[src/rtl/axi_llc_tag_sweep_ctrl.sv]
// rtl/axi_llc_tag_sweep_ctrl.sv - LLC tag SRAM port arbiter with sweep-based tag invalidation
// Optional feature macro: AXI_LLC_TAG_INIT_ON_RESET_EN (sweep all tags on reset exit).
module axi_llc_tag_sweep_ctrl #(
   parameter  int NumLines  = 256,
   parameter  int TagWidth  = 32,
   parameter  int Latency   = 1,
   localparam int AddrWidth = (NumLines > 1) ? $clog2(NumLines) : 1,
   localparam int BeWidth   = (TagWidth + 7) / 8
) (
   input  logic                 clk_i,
   input  logic                 rst_ni,
   input  logic                 flush_i,
   output logic                 busy_o,
   output logic                 done_o,
   input  logic                 lu_valid_i,
   output logic                 lu_ready_o,
   input  logic                 lu_we_i,
   input  logic [AddrWidth-1:0] lu_idx_i,
   input  logic [TagWidth-1:0]  lu_wdata_i,
   output logic                 lu_rvalid_o,
   output logic [TagWidth-1:0]  lu_rdata_o,
   output logic                 sram_req_o,
   output logic                 sram_we_o,
   output logic [AddrWidth-1:0] sram_addr_o,
   output logic [TagWidth-1:0]  sram_wdata_o,
   output logic [BeWidth-1:0]   sram_be_o,
   input  logic [TagWidth-1:0]  sram_rdata_i
);

   typedef enum logic {IDLE, SWEEP} state_e;

`ifdef AXI_LLC_TAG_INIT_ON_RESET_EN
   localparam state_e ResetState = SWEEP;
`else
   localparam state_e ResetState = IDLE;
`endif

   state_e               r_state, w_state_nxt;
   logic [AddrWidth-1:0] r_cnt, w_cnt_nxt;
   logic                 r_done, w_done_nxt;
   logic [Latency-1:0]   r_rd_pipe;
   logic                 w_hs;
   logic                 w_last;

   assign w_last = (r_cnt == AddrWidth'(NumLines - 1));

   always_ff @(posedge clk_i or negedge rst_ni) begin
      if (!rst_ni) begin
         r_state   <= ResetState;
         r_cnt     <= '0;
         r_done    <= 1'b0;
         r_rd_pipe <= '0;
      end else begin
         r_state      <= w_state_nxt;
         r_cnt        <= w_cnt_nxt;
         r_done       <= w_done_nxt;
         r_rd_pipe[0] <= w_hs & ~lu_we_i;
         for (int i = 1; i < Latency; i++) begin
            r_rd_pipe[i] <= r_rd_pipe[i-1];
         end
      end
   end

   // SRAM-facing outputs are qualified by rst_ni so the port is quiet while held in reset,
   // even when the reset-exit state is SWEEP.
   always_comb begin
      w_state_nxt  = r_state;
      w_cnt_nxt    = r_cnt;
      w_done_nxt   = 1'b0;
      w_hs         = 1'b0;
      lu_ready_o   = 1'b0;
      sram_req_o   = 1'b0;
      sram_we_o    = 1'b0;
      sram_addr_o  = '0;
      sram_wdata_o = '0;
      case (r_state)
         IDLE: begin
            lu_ready_o = rst_ni;
            w_hs       = lu_valid_i & rst_ni;
            if (w_hs) begin
               sram_req_o   = 1'b1;
               sram_we_o    = lu_we_i;
               sram_addr_o  = lu_idx_i;
               sram_wdata_o = lu_wdata_i;
            end
            if (flush_i) begin
               w_state_nxt = SWEEP;
               w_cnt_nxt   = '0;
            end
         end
         SWEEP: begin
            sram_req_o  = rst_ni;
            sram_we_o   = rst_ni;
            sram_addr_o = rst_ni ? r_cnt : '0;
            if (w_last) begin
               w_state_nxt = IDLE;
               w_cnt_nxt   = '0;
               w_done_nxt  = 1'b1;
            end else begin
               w_cnt_nxt = r_cnt + AddrWidth'(1);
            end
         end
         default: begin
            w_state_nxt = IDLE;
         end
      endcase
   end

   assign busy_o      = (r_state == SWEEP);
   assign done_o      = r_done;
   assign lu_rvalid_o = r_rd_pipe[Latency-1];
   assign lu_rdata_o  = lu_rvalid_o ? sram_rdata_i : '0;
   assign sram_be_o   = '1;

endmodule

[config.mk]
export PLATFORM = sky130hd
export DESIGN_NAME = axi_llc_tag_sweep_ctrl
export DESIGN_NICKNAME = d
export VERILOG_FILES = /design/src/rtl/axi_llc_tag_sweep_ctrl.sv
export SDC_FILE = /design/constraint.sdc
export NUM_CORES = 1
export LEC_CHECK = 0
export CAP_MARGIN = 40
export CORE_ASPECT_RATIO = 1.25
export CORE_MARGIN = 4
export CORE_UTILIZATION = 27
export DETAILED_ROUTE_END_ITERATION = 16
export PLACE_DENSITY_LB_ADDON = 0.2
export SLEW_MARGIN = 20
export SYNTH_ARGS = -nofsm -noshare
export SYNTH_HDL_FRONTEND = slang
export SYNTH_SLANG_ARGS = --single-unit
[constraint.sdc]
create_clock -name clk_i -period 2.2 [get_ports clk_i]
set_input_delay 0.22 -clock clk_i [delete_from_list [all_inputs] [get_ports clk_i]]
set_output_delay 0.22 -clock clk_i [all_outputs]
set_load 0.005 [all_outputs]
==> results.py <==
metrics = {
    "critical_path": {
        "crit_arrival_ps": 1820,
        "cp_data_required_time_ps": 1980,
        "worstSetupStartpointType": "flop",
        "endpoint_kind": "output port",
        "worstSetupPathType": "reg -> out",
        "r2r_slack_ps": 850,
        "crit_fanout": 33,
    },
    "pwr": {
        "p_comb_share_pct": 29.8,
        "leakage_uw": 0.001203,
        "ir_drop_mv": 0.2387,
        "p_total_uw": 577.8,
        "cellPowerDensity_nw_per_um2": 206.5,
        "p_int_uw": 464.1,
        "switching_share_pct": 19.69,
        "clockPowerShare_pct": 35.1,
        "switchingPower_uw": 113.8,
        "seq_power_share_pct": 35.1,
    },
    "synth": {
        "synth_edf_count": 0,
        "ys_types": 35,
        "ys_seq_elements": 11,
        "yosysTopAreaCell": "dfrtp_1",
        "yosysSeqAreaShare_pct": 23.28,
        "synth_top_flop_cell": "dfrtp_1",
        "syn_area_per_cell_um2": 7.935,
        "synth_area_leaders": "dfrtp_1, and2_1, and3_1",
        "yosysWarnings": 0,
        "synth_common_cells": "and2_1, and3_1, dfrtp_1",
        "yosysTopAreaCellShare_pct": 23.28,
        "synth_area_um2": 1182,
        "netlist_instances": 149,
        "async_reset_ff_share_pct": 100.0,
    },
    "floorplanning": {
        "die_w_um": 67.19,
        "rows": 26,
        "die_h_um": 81.99,
        "core_um2": 4164,
        "io_pins": 159,
        "initial_core_util_pct": 28.40,
        "die_area_um2": 5509,
    },
    "timing": {
        "setup_violations": 0,
        "period_needed_ps": 2044,
        "fmax_mhz": 489.3,
        "fin_crit_sh_pct": 92.89,
        "clock_skew_ps": 1.516,
        "fin_ws_ps": 156.4,
        "fin_setup_tns_ps": 0,
        "finalHoldViolCount": 0,
        "rsz0062_at_grt": "no",
        "report.final.slew_viol_count": 0,
    },
    "layout": {
        "diodes": 0,
        "post-route-util_pct": 67.22,
        "drive_above_1_share_pct": 5.387,
        "syn_to_final_growth_pct": 136.7,
        "fin_nets": 376,
    },
    "clocking": {
        "clk_latency_ps": 240,
        "holdBufCountCts": 0,
        "cts.sinks": 11,
        "htreeDepth": 1,
        "clockBufferDepth": 2,
        "cts-buffers-inserted": 3,
        "clockRootBuffer": "clkbuf_8",
        "cts_setup_buffers": 0,
        "postCtsResizedCells": 1,
        "clkTransAtPathRegs_ps": 50,
        "cts_tree": "yes",
    },
    "global_route": {
        "grt_pass1_wl_um": 7955,
        "gr-usage-all-layers_pct": 19.11,
        "first_global_vias": 1549,
        "grt_max_degree": 34,
        "antenna_found_initial": 0,
        "grt.overflow.total": 0,
    },
    "routing": {
        "wl_per_cell_um": 16.27,
        "drtIter0Drc": 45,
        "wl_um": 5742,
        "vias_per_cell": 4.629,
        "antenna_left": 0,
        "vias": 1634,
        "drtPass1Iterations": 4,
        "remaining_drc_errors": 0,
    },
    "placed_design": {
        "place.gp.congestion": 0.8806,
        "place_hpwl_um": 4976,
        "place_ws_ps": 13.01,
        "port_buffers": 154,
    },
    "hold_path": {
        "hold_path_class": "in -> async",
    },
    "run": {
        "cap_violations": 0,
    },
    "run_status": {
        "status": "completed",
    },
}
## worst max-delay path, cell delays in order, from the launching register on
cell	delay (ps)
dfrtp_1	470
nor2b_4	140
buf_4	260
and3_1	190
clkdlybuf4s50_1	520
## worst paths after layout
path                          start          endpoint  cells past startpoint
max in group asynchronous    rst_ni          r_cnt[3]                      3
setup reg to reg           r_cnt[0]          r_cnt[6]                      4
hold reg to reg            r_cnt[0]          r_cnt[0]                      1
min in group clk_i          lu_we_i       lu_rvalid_o                      2
setup / recovery             busy_o  sram_wdata_o[18]                      4
hold / removal               rst_ni          r_cnt[5]                      3
## power by group through the flow
stage	combinational (uW)	clock, uW	sequential (uW)
final	172	203	203
after global routing	184	218	202
after global placement	171	0	206
after floorplan	22.5	0	206
after CTS	174	205	203
after detailed placement	174	0	206
## layer usage
metal	up-vias	share of wire (%)	track usage, %
met5	-	0	0
met4	0	0.49	3.651
met3	3	11	6.430
met2	97	54	36.87
met1	725	34	19.64
li1	809	-	-
## area by class of cell
class	count	area, um^2
repair buffers	160	1599
fillers	377	1365
multi-input cells	120	799.5
flip-flops and latches	11	275.3
inverters	2	10.01
well taps	56	70.07
clock buffers	4	45.04
## per-stage QoR
stage | hold WS [ps] | cells | area, um^2
6_report | 401.2 | 353 | 2799
5_1_grt | 432.5 | 353 | 2799
4_1_cts | 409.6 | 353 | 2799
3_5_place_dp | 566.5 | 349 | 2753
3_3_place_gp | 571.0 | 349 | 2753
2_1_floorplan | -75.59 | 152 | 1194
## state kept, by name, summed over array words and instances, names as in the netlist
signal / cells
busy_o: 1
r_cnt: 8
lu_rvalid_o: 1
done_o: 1
## placed cells by master (no fill, tap or decap)
| cell | instances |
|---|---|
| nor2_1 | 1 |
| or2_1 | 1 |
| a21o_1 | 2 |
| nor2b_4 | 1 |
| o21a_1 | 1 |
| o211ai_1 | 2 |
| clkdlybuf4s50_1 | 154 |
| dfrtp_1 | 11 |
| xnor2_1 | 1 |
| mux2i_1 | 2 |
| o21ai_0 | 2 |
| o21bai_1 | 1 |
| nor2b_1 | 1 |
| conb_1 | 4 |
| nand3_1 | 5 |
| o31ai_1 | 1 |
| nor3_2 | 1 |
| and2_1 | 32 |
| nand4_4 | 1 |
| buf_4 | 5 |
| or3b_1 | 1 |
| clkbuf_8 | 3 |
| and3_1 | 33 |
| inv_1 | 1 |
| and2_2 | 2 |
| clkbuf_1 | 1 |
| a32oi_1 | 1 |
| a22o_1 | 8 |
| ha_1 | 1 |
| o22ai_1 | 3 |
| o41ai_2 | 1 |
| buf_12 | 1 |
| nand2_1 | 7 |
| inv_4 | 1 |
| xor2_1 | 1 |
| a21oi_1 | 3 |
## kinds of logic (layout without fill, tap and decap cells)
logic type | Yosys count | after routing | synth area share (%)
mux | 2 | 2 | 1.693
simple gates | 86 | 86 | 45.82
flops | 11 | 11 | 23.28
xor+xnor | 2 | 2 | 1.482
other cells | 1 | 4 | 0.3172
compound gates | 25 | 25 | 16.19
buf+inv | 21 | 166 | 10.16
fa+ha+maj | 1 | 1 | 1.058
Power figures use the tool's default switching activity.
==> RTL change 1: new RTL, config.mk and constraints unchanged <==
The parameter `Latency` goes from 1 to 2.
--- a/src/rtl/axi_llc_tag_sweep_ctrl.sv
+++ b/src/rtl/axi_llc_tag_sweep_ctrl.sv
@@ -4,5 +4,5 @@
    parameter  int NumLines  = 256,
    parameter  int TagWidth  = 32,
-   parameter  int Latency   = 1,
+   parameter  int Latency   = 2,
    localparam int AddrWidth = (NumLines > 1) ? $clog2(NumLines) : 1,
    localparam int BeWidth   = (TagWidth + 7) / 8
Formal check against the unedited RTL: not equivalent (a bounded check fails within 4 cycles, from zero or initial values and one cycle with rst_ni low).
==> RTL change 1 against the unedited design <==
  * Wire length is 10% lower
  * Area after synthesis shrank 1.3%
  * Cell area shrank 0.49%
  * Die area decreased by 1.1%
  * First-iteration DRC count increased by 16%
  * Sequential cell count is 1 higher
  * Setup slack worse by 0.047 ns
  * Largest cell class unchanged
  * Synthesized cell count increased by 2.0%
  * Critical path type is now input port to primary output
  * Worst hold slack lost 0.099 ns
  * Critical path depth grew 1
Power is not compared: it rests on default switching activity, and its combinational part moved more than twofold at a synthesized area within 25%.
==> RTL change 1: results (changes against the unedited design) <==
stage	metric	value	unit	change
routing	drt_iter0_drc	52		+16%
clocking	clkTransAtPathRegs	0.05	ns	about the same
worst_setup_path	cp_max_fo	13		-61%
global_routing	grt_max_degree	34		unchanged
worst_setup_path	r2r_setup_slack	0.70	ns	-0.15 ns
clocking	post_cts_buffers	0		unchanged
synthesis	yosysSeqAreaShare	25.7	%	+2.4 points
routing	drt_pre_antenna_iters	5		+1
sta	finClkSkew	0.00436	ns	+0.00285 ns
placed_design	dp_hpwl	4.36	mm	-12%
synthesis	synth_area_leaders	dfrtp_1 26%, and2_1 18%, and3_1 17%, a22o_1 6.0%, clkbuf_1 3.5%		
global_routing	first_global_vias	1462		-5.6%
routing	vias	1656		+1.3%
worst_setup_path	r2r-start	r_cnt[0]$_DFFE_PN0P_		
worst_setup_path	cp.arrival	1.87	ns	+0.05 ns
power_and_ir_drop	p_leak	1.21	nW	
global_routing	grt_antenna_before_repair	0		unchanged
cells_and_area	drive_gt1_share	4.35	%	-1.0 points
clocking	cts_root_buffer	clkbuf_8		
run_status	status	completed		
cells_and_area	nets	379		+0.80%
synthesis	yosysWarnings	0		unchanged
routing	wl_per_cell	14.6	um	-10%
worst_setup_path	timing.rr.end	r_cnt[6]$_DFFE_PN0P_		
synthesis	ys_async_sr_fraction	100	%	unchanged
clocking	cts_max_path_buffers	2		unchanged
placed_design	place.port_buffers	154		unchanged
synthesis	synth_cell_types	33		-5.7%
placed_design	gp_congestion	0.782		-11%
placed_design	place_area	2740	um^2	-0.41%
clocking	htreeDepth	1		unchanged
global_routing	track_usage	16.8	%	-2.3 points
clocking	clk_latency	0.23	ns	
global_routing	grt_first_pass_wirelength	7.09	mm	-11%
clocking	post_cts_resized	2		+1
synthesis	synth_common_cells	34 x and2_1, 32 x and3_1, 12 x dfrtp_1, 11 x clkbuf_1, 8 x a22o_1		
cells_and_area	n_antenna_cell	0		unchanged
worst_setup_path	worstRegToRegCells	4		unchanged
synthesis	ys.flop_type	dfrtp_1		
clocking	cts_hold_buf	0		unchanged
hold_path	hold_class	input port to async pin		
RTL change 1: changes by cell type after synthesis, sizes merged, moves of 2 or more:
| cell | before | now |
|---|---|---|
| a21oi | 3 | 1 |
| buf | 11 | 7 |
| clkbuf | 8 | 11 |
| nor2 | 1 | 3 |
| nor2b | 2 | 4 |
| o21ai | 2 | 6 |
RTL change 1: stage by stage:
step	hold WS [ns]	worst slack, ns	power (mW)	TNS (ns)	cells
2_1_floorplan	-0.0756	0.818	0.619	0	155
3_3_place_gp	0.333	-0.0236	0.880	-0.0845	352
3_5_place_dp	0.335	-0.0243	0.890	-0.153	352
4_1_cts	0.310	0.0938	1.09	0	355
5_1_grt	0.325	0.0272	1.15	0	355
6_report	0.302	0.110	1.08	0	355
RTL change 1: worst max-delay path: stages:
cell	delay [ns]
clkdlybuf4s50_1	0.41
buf_4	0.20
and2_2	0.29
or2_2	0.29
clkdlybuf4s50_1	0.46
RTL change 1: cell families (layout without fill, tap and decap cells):
group / Yosys count / in the layout / synth area share, %
AO/OA/AOI/OAI: 23 / 23 / 14.5
XOR/XNOR: 2 / 2 / 1.50
adder cells (fa/ha/maj): 1 / 1 / 1.07
buffers and inverters: 21 / 165 / 8.36
flip-flops: 12 / 12 / 25.7
multiplexers: 1 / 1 / 0.857
other: 1 / 4 / 0.321
AND/OR/NAND/NOR: 91 / 91 / 47.7
RTL change 1: power by group:
part / internal (mW) / total [mW] / leakage (nW) / switching [mW]
clock network: 0.120 / 0.192 / 0.0216 / 0.0720
registers: 0.290 / 0.411 / 0.145 / 0.121
logic: 0.318 / 0.478 / 1.04 / 0.160
RTL change 1: how the worst max path moves through the flow:
| stage | start | to | slack [ns] |
|---|---|---|---|
| 6_report | rst_ni | sram_req_o | 0.11 |
| 4_1_cts | rst_ni | sram_req_o | 0.09 |
| 3_3_place_gp | rst_ni | sram_req_o | -0.02 |
| 2_1_floorplan | r_cnt[0]$_DFFE_PN0P_ | r_cnt[6]$_DFFE_PN0P_ | 0.82 |
| 5_1_grt | rst_ni | sram_addr_o[6] | 0.03 |
| 3_5_place_dp | rst_ni | sram_addr_o[7] | -0.02 |
RTL change 1: cell type report:
| class | count | area, um^2 |
|---|---|---|
| fill | 369 | 1350 |
| tap | 56 | 70.1 |
| inverter | 3 | 11.3 |
| multi-input combinational | 122 | 783 |
| sequential | 12 | 300 |
| timing repair buffer | 159 | 1580 |
| clock buffer | 3 | 41.3 |
RTL change 1: metal layers:
metal  GRT usage, %  vias up  share of wire (%)
met4           4.27        0               0.56
met1           18.5      716                 37
met3           8.34        2                 16
met5              0        -                  0
met2           28.8      124                 47
li1               -      814                  -
==> RTL change 2: new RTL, same settings <==
Without the edit above. Reset style: synchronous (`rst_ni`), changed in one clocked block.
--- a/src/rtl/axi_llc_tag_sweep_ctrl.sv
+++ b/src/rtl/axi_llc_tag_sweep_ctrl.sv
@@ -45,5 +45,5 @@
    assign w_last = (r_cnt == AddrWidth'(NumLines - 1));
 
-   always_ff @(posedge clk_i or negedge rst_ni) begin
+   always_ff @(posedge clk_i) begin
       if (!rst_ni) begin
          r_state   <= ResetState;
Behaviour: differs if rst_ni is asserted again (counterexample within 4 cycles, from zero or initial values and one cycle with rst_ni low); with rst_ni held inactive, the same outputs for 10 cycles.
==> RTL change 2 against the unedited design <==
  * Setup slack worse by 0.069 ns
  * Cell area is 2.5% lower
  * Area after synthesis is 5.7% lower
  * Clock skew hardly changed
  * Wire length is 13% lower
  * Synthesized cell count is 3.4% higher
  * Total power is 26% higher
  * Sequential cell count stayed put
  * Critical path type is now input port to primary output
  * Largest cell class unchanged
  * Highest routed layer unchanged
==> RTL change 2: results (changes against the unedited design) <==
stage	metric	value	unit	change
synthesis	synth_cell_types	31		-11%
power_and_ir_drop	p_sw_share	23.6	%	+3.9 points
synthesis	synthXorXnorAreaFrac	0	%	-1.5 points
synthesis	ys.flop_type	dfxtp_1		
synthesis	yosysSeqAreaShare	19.8	%	-3.5 points
synthesis	synthAdderAreaFrac	1.12	%	+0.064 points
run_status	status	completed		
cells_and_area	n_antenna_cell	0		unchanged
synthesis	yosysWarnings	0		unchanged
synthesis	synth_area_leaders	dfxtp_1 20%, and2_1 20%, and3_1 19%, a22o_1 7.1%, buf_4 4.0%		
placed_design	place_area	2680	um^2	-2.6%
cells_and_area	top_register	r_cnt		
synthesis	synth.area.mux_share	0	%	-1.7 points
placed_design	place.port_buffers	154		unchanged
synthesis	synth_compound_area_share	17.6	%	+1.4 points
cells_and_area	drive_gt1_share	4.95	%	-0.44 points
sta	tns	0	ns	unchanged
global_routing	first_global_vias	1540		-0.58%
routing	finalWirelength	5.02	mm	-13%
sta	finClkSkew	0.00137	ns	-0.000143 ns
synthesis	synth_common_cells	35 x and2_1, 33 x and3_1, 12 x nand2_1, 11 x dfxtp_1		
routing	vias	1647		+0.80%
global_routing	grt_max_degree	36		+5.9%
clocking	cts_max_path_buffers	2		unchanged
synthesis	ys_async_sr_fraction	0	%	-100 points
clocking	clkTransAtPathRegs	0.05	ns	about the same
global_routing	track_usage	17.5	%	-1.6 points
power_and_ir_drop	p_leak	1.17	nW	-2.6%
placed_design	gp_congestion	0.750		-15%
worst_setup_path	cp_max_fo	13		-61%
cells_and_area	nFillCells	357		-5.3%
global_routing	grt_first_pass_wirelength	7.19	mm	-9.6%
placed_design	dp_hpwl	4.25	mm	-15%
clocking	clk_latency	0.24	ns	about the same
cells_and_area	nets	382		+1.6%
routing	drt_iter0_drc	68		+51%
hold_path	hold_class	flip-flop to flip-flop		
worst_setup_path	cp_slowest_stage_delay	0.65	ns	+0.13 ns
power_and_ir_drop	peakVddDrop	0.184	mV	-23%
-- RTL change 2: changes by cell type in the layout (fill, tap and decap cells not counted), sizes merged, moves of 2 or more --
cell	delta
dfrtp	-11
dfxtp	+11
nand2	+6
o21ai	+6
a31oi	+4
nand3	-3
o22ai	-3
a21oi	-2
inv	-2
mux2i	-2
nand3b	+2
nor2	+2
o211ai	-2
-- RTL change 2: path summary, 6_finish.rpt --
kind | from | to | slack [ns] | depth (start not counted)
worst min-delay path | r_cnt[7]$_SDFFE_PN0P_ | done_o$_SDFF_PN0_ | 0.53 | 2
worst min register to register | r_cnt[7]$_SDFFE_PN0P_ | done_o$_SDFF_PN0_ | 0.53 | 2
worst max register to register | r_cnt[0]$_SDFFE_PN0P_ | r_cnt[5]$_SDFFE_PN0P_ | 0.70 | 5
worst max-delay path | lu_valid_i | sram_addr_o[1] | 0.09 | 4
-- RTL change 2: cell type report --
type                       count  area [um^2]  area share [%]
timing repair buffer         160         1590            58.2
clock buffer                   4         45.0            1.65
multi-input combinational    128          807            29.6
sequential                    11          221            8.12
tap                           54         67.6            2.48
-- RTL change 2: critical path, delay by kind of cell --
family	cells	cell delay [ns]
buf+inv	2	1.15
simple gates	1	0.34
compound gates	1	0.18
-- RTL change 2: kinds of logic (layout without fill, tap and decap cells) --
family	after synthesis	in the layout
flip-flops	11	11
other	1	4
AO/OA/AOI/OAI	27	27
adder cells (fa/ha/maj)	1	1
buffers and inverters	18	164
AND/OR/NAND/NOR	96	96
-- RTL change 2: power by group through the flow --
stage / Sequential (mW) / Combinational, mW / Clock (mW)
detailed placement: 0.215 / 0.313 / 0
finish: 0.212 / 0.311 / 0.207
CTS: 0.211 / 0.315 / 0.208
global route: 0.212 / 0.335 / 0.215
floorplan: 0.212 / 0.0855 / 0
global placement: 0.215 / 0.310 / 0
-- RTL change 2: metal layers --
layer	vias to the layer above	GRT usage, %	part of all wire (%)
li1	833	-	-
met1	680	16.9	35
met2	123	31.9	48
met3	11	7.18	14
met4	0	7.68	2.3
met5	-	0	0
-- RTL change 2: timing repair --
action / CTS / global route
gates resized for setup: 1 / 1
setup endpoints to repair: 8 / 5
pin swaps: 0 / 0
-- RTL change 2: per-stage QoR --
| stage | util, % | setup slack, ns | hold slack, ns | cells |
|---|---|---|---|---|
| 6_report | 70.3 | 0.0870 | 0.534 | 357 |
| 5_1_grt | 70.3 | 0.00929 | 0.552 | 357 |
| 4_1_cts | 70.3 | 0.0723 | 0.533 | 357 |
| 3_5_place_dp | 69.1 | -0.0318 | 0.525 | 353 |
| 3_3_place_gp | 69.1 | 0.00925 | 0.503 | 353 |
| 2_1_floorplan | - | 0.841 | 0.292 | 157 |
